`config.mk`:
```
export PLATFORM = sky130hd
export DESIGN_NAME = vec3_sub_arbiter
export DESIGN_NICKNAME = d
export VERILOG_FILES = /design/src/rtl/vec3_sub_arbiter_pkg.sv /design/src/rtl/fp32_sub.sv /design/src/rtl/vec3_sub.sv /design/src/rtl/vec3_sub_arbiter_rr_arbiter.sv /design/src/rtl/vec3_sub_arbiter.sv
export SDC_FILE = /design/constraint.sdc
export NUM_CORES = 2
export LEC_CHECK = 0
export ABC_AREA = 1
export CORE_ASPECT_RATIO = 0.5
export CORE_MARGIN = 2
export CORE_UTILIZATION = 40
export CTS_BUF_LIST = sky130_fd_sc_hd__clkbuf_8
export CTS_CLUSTER_SIZE = 12
export DETAILED_ROUTE_END_ITERATION = 10
export SLEW_MARGIN = 20
export SYNTH_ARGS = -nofsm -noshare
export SYNTH_HDL_FRONTEND = slang
export SYNTH_SLANG_ARGS = --single-unit
export TNS_END_PERCENT = 30
```
`constraint.sdc`:
```
create_clock -name clk -period 13.78 [get_ports clk]
set_input_delay 1.378 -clock clk [delete_from_list [all_inputs] [get_ports clk]]
set_output_delay 1.378 -clock clk [all_outputs]
set_load 0.02 [all_outputs]
```
`src/rtl/vec3_sub_arbiter_pkg.sv`:
```
`default_nettype none
//==============================================================================
// vec3_sub_arbiter_pkg: shared vector type, DSP usage selector, fp32_sub latency.
// Rev 1.0
//==============================================================================
package vec3_sub_arbiter_pkg;

    typedef struct packed {
        logic [31:0] x;
        logic [31:0] y;
        logic [31:0] z;
    } vec3_t;

    typedef enum logic [1:0] {
        LOW  = 2'd0,
        MED  = 2'd1,
        HIGH = 2'd2
    } use_dsp_e;

    localparam int CNT_W = 4;

    function automatic int fp32_sub_latency(input use_dsp_e dsp);
        case (dsp)
            LOW:     return 10;
            MED:     return 8;
            default: return 6;
        endcase
    endfunction

endpackage
`default_nettype wire

```
`src/rtl/fp32_sub.sv`:
```
`default_nettype none
//==============================================================================
// fp32_sub: pipelined fp32 a-b, flush-to-zero, truncating; no reset on datapath.
// Rev 1.0
//==============================================================================
module fp32_sub #(
    parameter int LATENCY = 8
) (
    input  logic        clk,
    input  logic        op_vld_i,
    input  logic [31:0] a_i,
    input  logic [31:0] b_i,
    output logic        result_vld_o,
    output logic [31:0] result_o
);

    logic [31:0] bn, big, sml, res_w;
    logic        swap;
    logic [23:0] mb, ms;
    logic [7:0]  d;
    logic [26:0] al;
    logic [27:0] sum, norm;
    int          p, e;

    always_comb begin
        bn   = {~b_i[31], b_i[30:0]};
        swap = bn[30:0] > a_i[30:0];
        big  = swap ? bn  : a_i;
        sml  = swap ? a_i : bn;
        mb   = (big[30:23] != 8'd0) ? {1'b1, big[22:0]} : 24'd0;
        ms   = (sml[30:23] != 8'd0) ? {1'b1, sml[22:0]} : 24'd0;
        d    = big[30:23] - sml[30:23];
        al   = (d > 8'd26) ? 27'd0 : ({ms, 3'b000} >> d);
        if (big[31] == sml[31]) begin
            sum = {1'b0, mb, 3'b000} + {1'b0, al};
        end else begin
            sum = {1'b0, mb, 3'b000} - {1'b0, al};
        end
        p = -1;
        for (int i = 0; i < 28; i++) begin
            if (sum[i]) p = i;
        end
        e    = int'(big[30:23]) + p - 26;
        norm = (p >= 26) ? (sum >> (p - 26)) : (sum << (26 - p));
        res_w = {big[31], e[7:0], norm[25:3]};
        // Exact cancellation always yields +0.
        if (p < 0 || e <= 0) begin
            res_w = 32'd0;
        end else if (e >= 255) begin
            res_w = {big[31], 8'hFF, 23'd0};
        end
    end

    logic [32:0] pipe_q [LATENCY];

    always_ff @(posedge clk) begin
        pipe_q[0] <= {op_vld_i, res_w};
        for (int s = 1; s < LATENCY; s++) begin
            pipe_q[s] <= pipe_q[s-1];
        end
    end

    assign {result_vld_o, result_o} = pipe_q[LATENCY-1];

endmodule
`default_nettype wire

```
`src/rtl/vec3_sub.sv`:
```
`default_nettype none
//==============================================================================
// vec3_sub: three parallel fp32_sub lanes computing a - b per component.
// Rev 1.0
//==============================================================================
module vec3_sub
    import vec3_sub_arbiter_pkg::*;
#(
    parameter use_dsp_e USE_DSP = MED
) (
    input  logic  clk,
    input  logic  op_vld_i,
    input  vec3_t a_i,
    input  vec3_t b_i,
    output logic  result_vld_o,
    output vec3_t result_o
);

    localparam int LAT = fp32_sub_latency(USE_DSP);

    logic [2:0]  lane_vld;
    logic [95:0] lane_res;

    for (genvar l = 0; l < 3; l++) begin : g_lane
        fp32_sub #(.LATENCY(LAT)) u_lane (
            .clk          (clk),
            .op_vld_i     (op_vld_i),
            .a_i          (a_i[32*l +: 32]),
            .b_i          (b_i[32*l +: 32]),
            .result_vld_o (lane_vld[l]),
            .result_o     (lane_res[32*l +: 32])
        );
    end

    assign result_vld_o = &lane_vld;
    assign result_o     = lane_res;

endmodule
`default_nettype wire

```
`src/rtl/vec3_sub_arbiter_rr_arbiter.sv`:
```
`default_nettype none
//==============================================================================
// rr_arbiter: one-hot round-robin grant starting at ptr, wrapping modulo N.
// Rev 1.0
//==============================================================================
module rr_arbiter #(
    parameter int N = 4
) (
    input  logic                 clk,
    input  logic                 rst,
    input  logic [N-1:0]         eligible_i,
    input  logic                 advance_i,
    output logic [N-1:0]         gnt_o,
    output logic [$clog2(N)-1:0] ptr_o
);

    localparam int PW = $clog2(N);

    logic [PW-1:0] ptr_q, ptr_d, idx;
    logic [N-1:0]  gnt_w;
    logic          found;

    always_comb begin
        gnt_w = '0;
        ptr_d = ptr_q;
        found = 1'b0;
        idx   = '0;
        for (int off = 0; off < N; off++) begin
            idx = PW'((int'(ptr_q) + off) % N);
            if (!found && eligible_i[idx]) begin
                found      = 1'b1;
                gnt_w[idx] = 1'b1;
                ptr_d      = PW'((int'(idx) + 1) % N);
            end
        end
    end

    always_ff @(posedge clk) begin
        if (rst) begin
            ptr_q <= '0;
        end else if (advance_i && found) begin
            ptr_q <= ptr_d;
        end
    end

    assign gnt_o = gnt_w;
    assign ptr_o = ptr_q;

endmodule
`default_nettype wire

```
`src/rtl/vec3_sub_arbiter.sv`:
```
`default_nettype none
//==============================================================================
// vec3_sub_arbiter: round-robin sharing of one vec3_sub among NUM_REQ requesters.
// Rev 1.0
//==============================================================================
module vec3_sub_arbiter
    import vec3_sub_arbiter_pkg::*;
#(
    parameter int       NUM_REQ         = 4,
    parameter use_dsp_e USE_DSP         = MED,
    parameter int       SUB_LATENCY     = fp32_sub_latency(USE_DSP),
    parameter int       MAX_OUTSTANDING = 4
) (
    input  logic                 clk,
    input  logic                 rst,
    input  logic [NUM_REQ-1:0]   req_vld,
    input  vec3_t [NUM_REQ-1:0]  req_a,
    input  vec3_t [NUM_REQ-1:0]  req_b,
    output logic [NUM_REQ-1:0]   req_gnt,
    output logic [NUM_REQ-1:0]   rsp_vld,
    output vec3_t                rsp_result,
    output logic                 busy,
    output logic                 err_tag
);

    localparam int IDW   = $clog2(NUM_REQ);
    localparam int ARM_W = $clog2(SUB_LATENCY + 1);
    localparam logic [CNT_W-1:0] CNT_MAX = CNT_W'(MAX_OUTSTANDING);

    typedef struct packed {
        logic           vld;
        logic [IDW-1:0] id;
    } arb_tag_t;

    logic                 live_q;
    logic [CNT_W-1:0]     cnt_q [NUM_REQ];
    logic [CNT_W-1:0]     cnt_d [NUM_REQ];
    logic [NUM_REQ-1:0]   elig;
    logic [IDW-1:0]       gnt_id;
    logic [IDW-1:0]       rr_ptr_unused;
    logic                 iss_vld_q;
    logic [IDW-1:0]       iss_id_q;
    vec3_t                iss_a_q, iss_b_q;
    logic                 sub_res_vld;
    vec3_t                sub_res;
    arb_tag_t             tag_q [SUB_LATENCY];
    arb_tag_t             tag_tail;
    logic [NUM_REQ-1:0]   rsp_vld_q;
    vec3_t                rsp_res_q;
    logic [ARM_W-1:0]     arm_q;
    logic                 err_q;
    logic                 busy_w;

    // No grants during reset or in the first cycle after it.
    always_comb begin
        elig = '0;
        for (int i = 0; i < NUM_REQ; i++) begin
            elig[i] = req_vld[i] && (cnt_q[i] < CNT_MAX) && live_q && !rst;
        end
    end

    rr_arbiter #(.N(NUM_REQ)) u_arb (
        .clk        (clk),
        .rst        (rst),
        .eligible_i (elig),
        .advance_i  (live_q),
        .gnt_o      (req_gnt),
        .ptr_o      (rr_ptr_unused)
    );

    always_comb begin
        gnt_id = '0;
        for (int i = 0; i < NUM_REQ; i++) begin
            if (req_gnt[i]) gnt_id = IDW'(i);
        end
    end

    always_ff @(posedge clk) begin
        if (rst) begin
            live_q    <= 1'b0;
            iss_vld_q <= 1'b0;
            iss_id_q  <= '0;
            iss_a_q   <= '0;
            iss_b_q   <= '0;
        end else begin
            live_q    <= 1'b1;
            iss_vld_q <= |req_gnt;
            if (|req_gnt) begin
                iss_id_q <= gnt_id;
                iss_a_q  <= req_a[gnt_id];
                iss_b_q  <= req_b[gnt_id];
            end
        end
    end

    vec3_sub #(.USE_DSP(USE_DSP)) u_sub (
        .clk          (clk),
        .op_vld_i     (iss_vld_q),
        .a_i          (iss_a_q),
        .b_i          (iss_b_q),
        .result_vld_o (sub_res_vld),
        .result_o     (sub_res)
    );

    always_ff @(posedge clk) begin
        if (rst) begin
            for (int s = 0; s < SUB_LATENCY; s++) tag_q[s] <= '0;
        end else begin
            tag_q[0] <= {iss_vld_q, iss_id_q};
            for (int s = 1; s < SUB_LATENCY; s++) tag_q[s] <= tag_q[s-1];
        end
    end

    assign tag_tail = tag_q[SUB_LATENCY-1];

    // Routing relies only on the tag: the subtractor valid may be stale after rst.
    always_ff @(posedge clk) begin
        if (rst) begin
            rsp_vld_q <= '0;
            rsp_res_q <= '0;
        end else if (tag_tail.vld) begin
            rsp_vld_q <= NUM_REQ'(1) << tag_tail.id;
            rsp_res_q <= sub_res;
        end else begin
            rsp_vld_q <= '0;
        end
    end

    always_comb begin
        for (int i = 0; i < NUM_REQ; i++) begin
            cnt_d[i] = cnt_q[i];
            if (req_gnt[i] && !rsp_vld_q[i] && cnt_q[i] < CNT_MAX) begin
                cnt_d[i] = cnt_q[i] + 1'b1;
            end else if (!req_gnt[i] && rsp_vld_q[i] && cnt_q[i] != '0) begin
                cnt_d[i] = cnt_q[i] - 1'b1;
            end
        end
    end

    always_ff @(posedge clk) begin
        if (rst) begin
            for (int i = 0; i < NUM_REQ; i++) cnt_q[i] <= '0;
        end else begin
            for (int i = 0; i < NUM_REQ; i++) cnt_q[i] <= cnt_d[i];
        end
    end

    // Stale subtractor valids drain within SUB_LATENCY cycles of reset.
    always_ff @(posedge clk) begin
        if (rst) begin
            arm_q <= '0;
            err_q <= 1'b0;
        end else if (arm_q != ARM_W'(SUB_LATENCY)) begin
            arm_q <= arm_q + 1'b1;
        end else if (sub_res_vld != tag_tail.vld) begin
            err_q <= 1'b1;
        end
    end

    always_comb begin
        busy_w = iss_vld_q;
        for (int s = 0; s < SUB_LATENCY; s++) busy_w = busy_w | tag_q[s].vld;
        for (int i = 0; i < NUM_REQ; i++)     busy_w = busy_w | (cnt_q[i] != '0);
    end

    assign rsp_vld    = rsp_vld_q;
    assign rsp_result = rsp_res_q;
    assign busy       = busy_w;
    assign err_tag    = err_q;

endmodule
`default_nettype wire
```
==> flow_metrics.tcl <==
set metrics [dict create \
    first_iter_violations 7278 \
    worst_setup_path_end_kind "flip-flop" \
    final_cells 12400 \
    min_path_type "flip-flop to flip-flop" \
    finClkSkew_ps 103 \
    synth_seq_area_share_pct 35.4 \
    grt_usage_pct 33.8 \
    cts_buffers 165 \
    fin_crit_sh_pct 91.4 \
    slew_headroom_pct 14.9 \
    start_kind "flip-flop" \
    num-fill-cells 16300 \
    worst_pin_slew_ps 1280 \
    root_buffer "clkbuf_8" \
    grt_overflow 0 \
    synthFlopType "dfxtp_1" \
    final_util_pct 49.2 \
    synth_area_um2 63300 \
    clock_path_buffers 4 \
    final_area_um2 77400 \
    critPathMaxFanout 26 \
    r2r-end "u_sub.g_lane[1].u_lane.pipe_q[0][9]" \
    gp_congestion 1.05 \
    r2r_cells 77 \
    status "finished, final reports clean" \
    regArea_um2 22400 \
    nets 11300 \
    cp_slowest_cell "o21ai_1" \
    crit_top_cell "nand2_1" \
    arrival_ps 13350 \
    multiInputGateArea_um2 35700 \
    drive_gt1_share_pct 5.64 \
    reg2reg_slack_ps 1190 \
    synth_edf_count 0 \
    area_delta_synth_final_pct 22.3 \
    ios 880 \
    critPathMaxStageDelay_ps 640 \
    yosys_warnings 0 \
    maxCapViolCount 0 \
    holdPathEnd "u_sub.g_lane[1].u_lane.pipe_q[1][99]" \
    slew_viol_final 0 \
    dpl_worst_slack_ps 689 \
    vias_per_cell 5.43 \
    hold_depth 0 \
    reg2reg_from "iss_a_q[60]" \
    grt_max_degree 154 \
    rows 103 \
    synth_cells 9484 \
    hold_viol 0 \
    synth_nets 10600 \
    rsz0062_at_grt "true" \
    worstSetupPathType "flip-flop to flip-flop" \
    cp.required_ps 14540 \
    async_flop_share_pct 0 \
    min_period_ps 12590 \
    worstHoldStart "u_sub.g_lane[1].u_lane.pipe_q[1][66]" \
    cts.sinks 1119 \
    start_util_pct 40.2 \
    hold_buffers 0 \
    drc 0 \
    fmax_ghz 0.0794 \
    port_buffers 879 \
    fin_ws_ps 1190 \
    synth_cell_types 77 \
    grt_pass1_vias 60800 \
    clock_latency_ps 930 \
    core_um2 157000 \
    finalSetupViolCount 0 \
    ys_ff_latch 1119 \
    grt_antenna_before_repair 65 \
    clkTransAtPathRegs_ps 70 \
    die_w_um 567 \
    avgSynthCellArea_um2 6.68 \
    dr.pass1.iters 6 \
    wire_per_inst_um 22.9 \
    die_y_um 285 \
    grt_pass1_wl_um 409000 \
    hpwl_um 225000 \
    cts_tree "built" \
    htreeDepth 4 \
    dieArea_um2 162000 \
    dp.cells 12100 \
    vias 67500 \
    antenna_left 0 \
    post_dp_cell_area_um2 73700 \
    finalWirelength_um 285000 \
]
synth_stat cells (71+ instances only):
cell	n	share of area (%)
nand4_1	170	1.7
o211ai_1	71	0.84
a21oi_1	488	3.9
nor2_1	1563	9.3
a31oi_1	178	1.8
ha_1	364	7.2
a211oi_1	75	0.89
nand2_1	2031	12
buf_2	75	0.59
nand3_1	659	5.2
inv_1	800	4.7
o21ai_0	864	6.8
clkbuf_1	346	2.1
dfxtp_1	1119	35
cell usage in the layout (no fill, tap or decap), types with 33 or more instances in the layout:
cell type,count
o21ai_0,854
a21oi_1,485
inv_2,36
inv_1,825
or2_2,35
a31oi_1,178
clkbuf_8,197
nand3_1,658
o211ai_1,71
nand4_1,170
nor2_1,1561
o21ai_1,67
a211oi_1,75
nand2_1,2028
o22ai_1,57
nor3_1,66
ha_1,364
nand2_2,33
buf_4,131
diode_2,42
clkdlybuf4s50_1,878
dfxtp_1,1118
final cells by class:
cell class / instances / share of cell area (%)
multi-input cells: 7022 / 46.1
flip-flops and latches: 1119 / 28.9
repair buffers: 1014 / 12.7
inverters: 848 / 4.17
clock buffers: 197 / 3.50
well taps: 2100 / 3.39
clock inverters: 77 / 0.995
diodes: 42 / 0.136
repair inverters: 1 / 0.00969
cell families (layout without fill, tap and decap cells):
| logic type | Yosys count | in the layout | share of synthesized area (%) |
|---|---|---|---|
| AO/OA/AOI/OAI | 1915 | 1915 | 16.9 |
| flip-flops | 1119 | 1119 | 35.4 |
| XOR/XNOR | 60 | 60 | 0.907 |
| multiplexers | 16 | 16 | 0.253 |
| AND/OR/NAND/NOR | 4654 | 4654 | 30.6 |
| other | 0 | 42 | 0 |
| adder cells (fa/ha/maj) | 377 | 377 | 7.60 |
| buffers and inverters | 1343 | 2137 | 8.41 |
state kept, by name (all words and copies together), names as in the netlist:
signal,cells
u_arb.ptr_o,2
iss_vld_q,1
iss_id_q,2
rsp_result,96
arm_q,4
tag_q,24
live_q,1
iss_a_q,96
rsp_vld,4
err_tag,1
iss_b_q,96
cnt_q,16
u_sub.g_lane.u_lane.pipe_q,776
per-layer routing:
metal	vias to the layer above	share of wire, %	GRT usage [%]
li1	32700	-	-
met1	31500	44	46.7
met2	2798	42	49.7
met3	487	9.4	8.43
met4	12	4.5	14.7
met5	-	0.027	0
per-stage QoR:
step / TNS [ps] / hold WS, ps
final: 0 / 274
after CTS: 0 / 286
after global routing: -3.28 / 289
after detailed placement: 0 / 312
after global placement: 0 / 309
after floorplan: 0 / 310
worst max-delay path: cells and delay by family (launching register included):
kind / cells / cell delay (ps)
adders and majority gates: 6 / 1840
buffers and inverters: 16 / 1770
DFF: 1 / 470
AOI/OAI and AO/OA: 15 / 3160
and+or+nand+nor: 40 / 5220
worst max-delay path by stage:
stage	from	end	slack, ps
2_1_floorplan	iss_a_q[28]	u_sub.g_lane[0].u_lane.pipe_q[0][15]	3250
3_3_place_gp	iss_a_q[42]	u_sub.g_lane[1].u_lane.pipe_q[0][2]	720
3_5_place_dp	iss_a_q[42]	u_sub.g_lane[1].u_lane.pipe_q[0][2]	690
4_1_cts	iss_a_q[42]	u_sub.g_lane[1].u_lane.pipe_q[0][2]	650
5_1_grt	iss_b_q[90]	u_sub.g_lane[2].u_lane.pipe_q[0][11]	-3
6_report	iss_a_q[60]	u_sub.g_lane[1].u_lane.pipe_q[0][9]	1190
what timing repair did:
| action | CTS | global route |
|---|---|---|
| resized for setup | 0 | 13 |
| endpoints found under the setup margin | 0 | 47 |
| setup buffers | 0 | 9 |
Power is not shown: default switching activity piles up to over one toggle a cycle in this logic, so the estimate is an artifact.
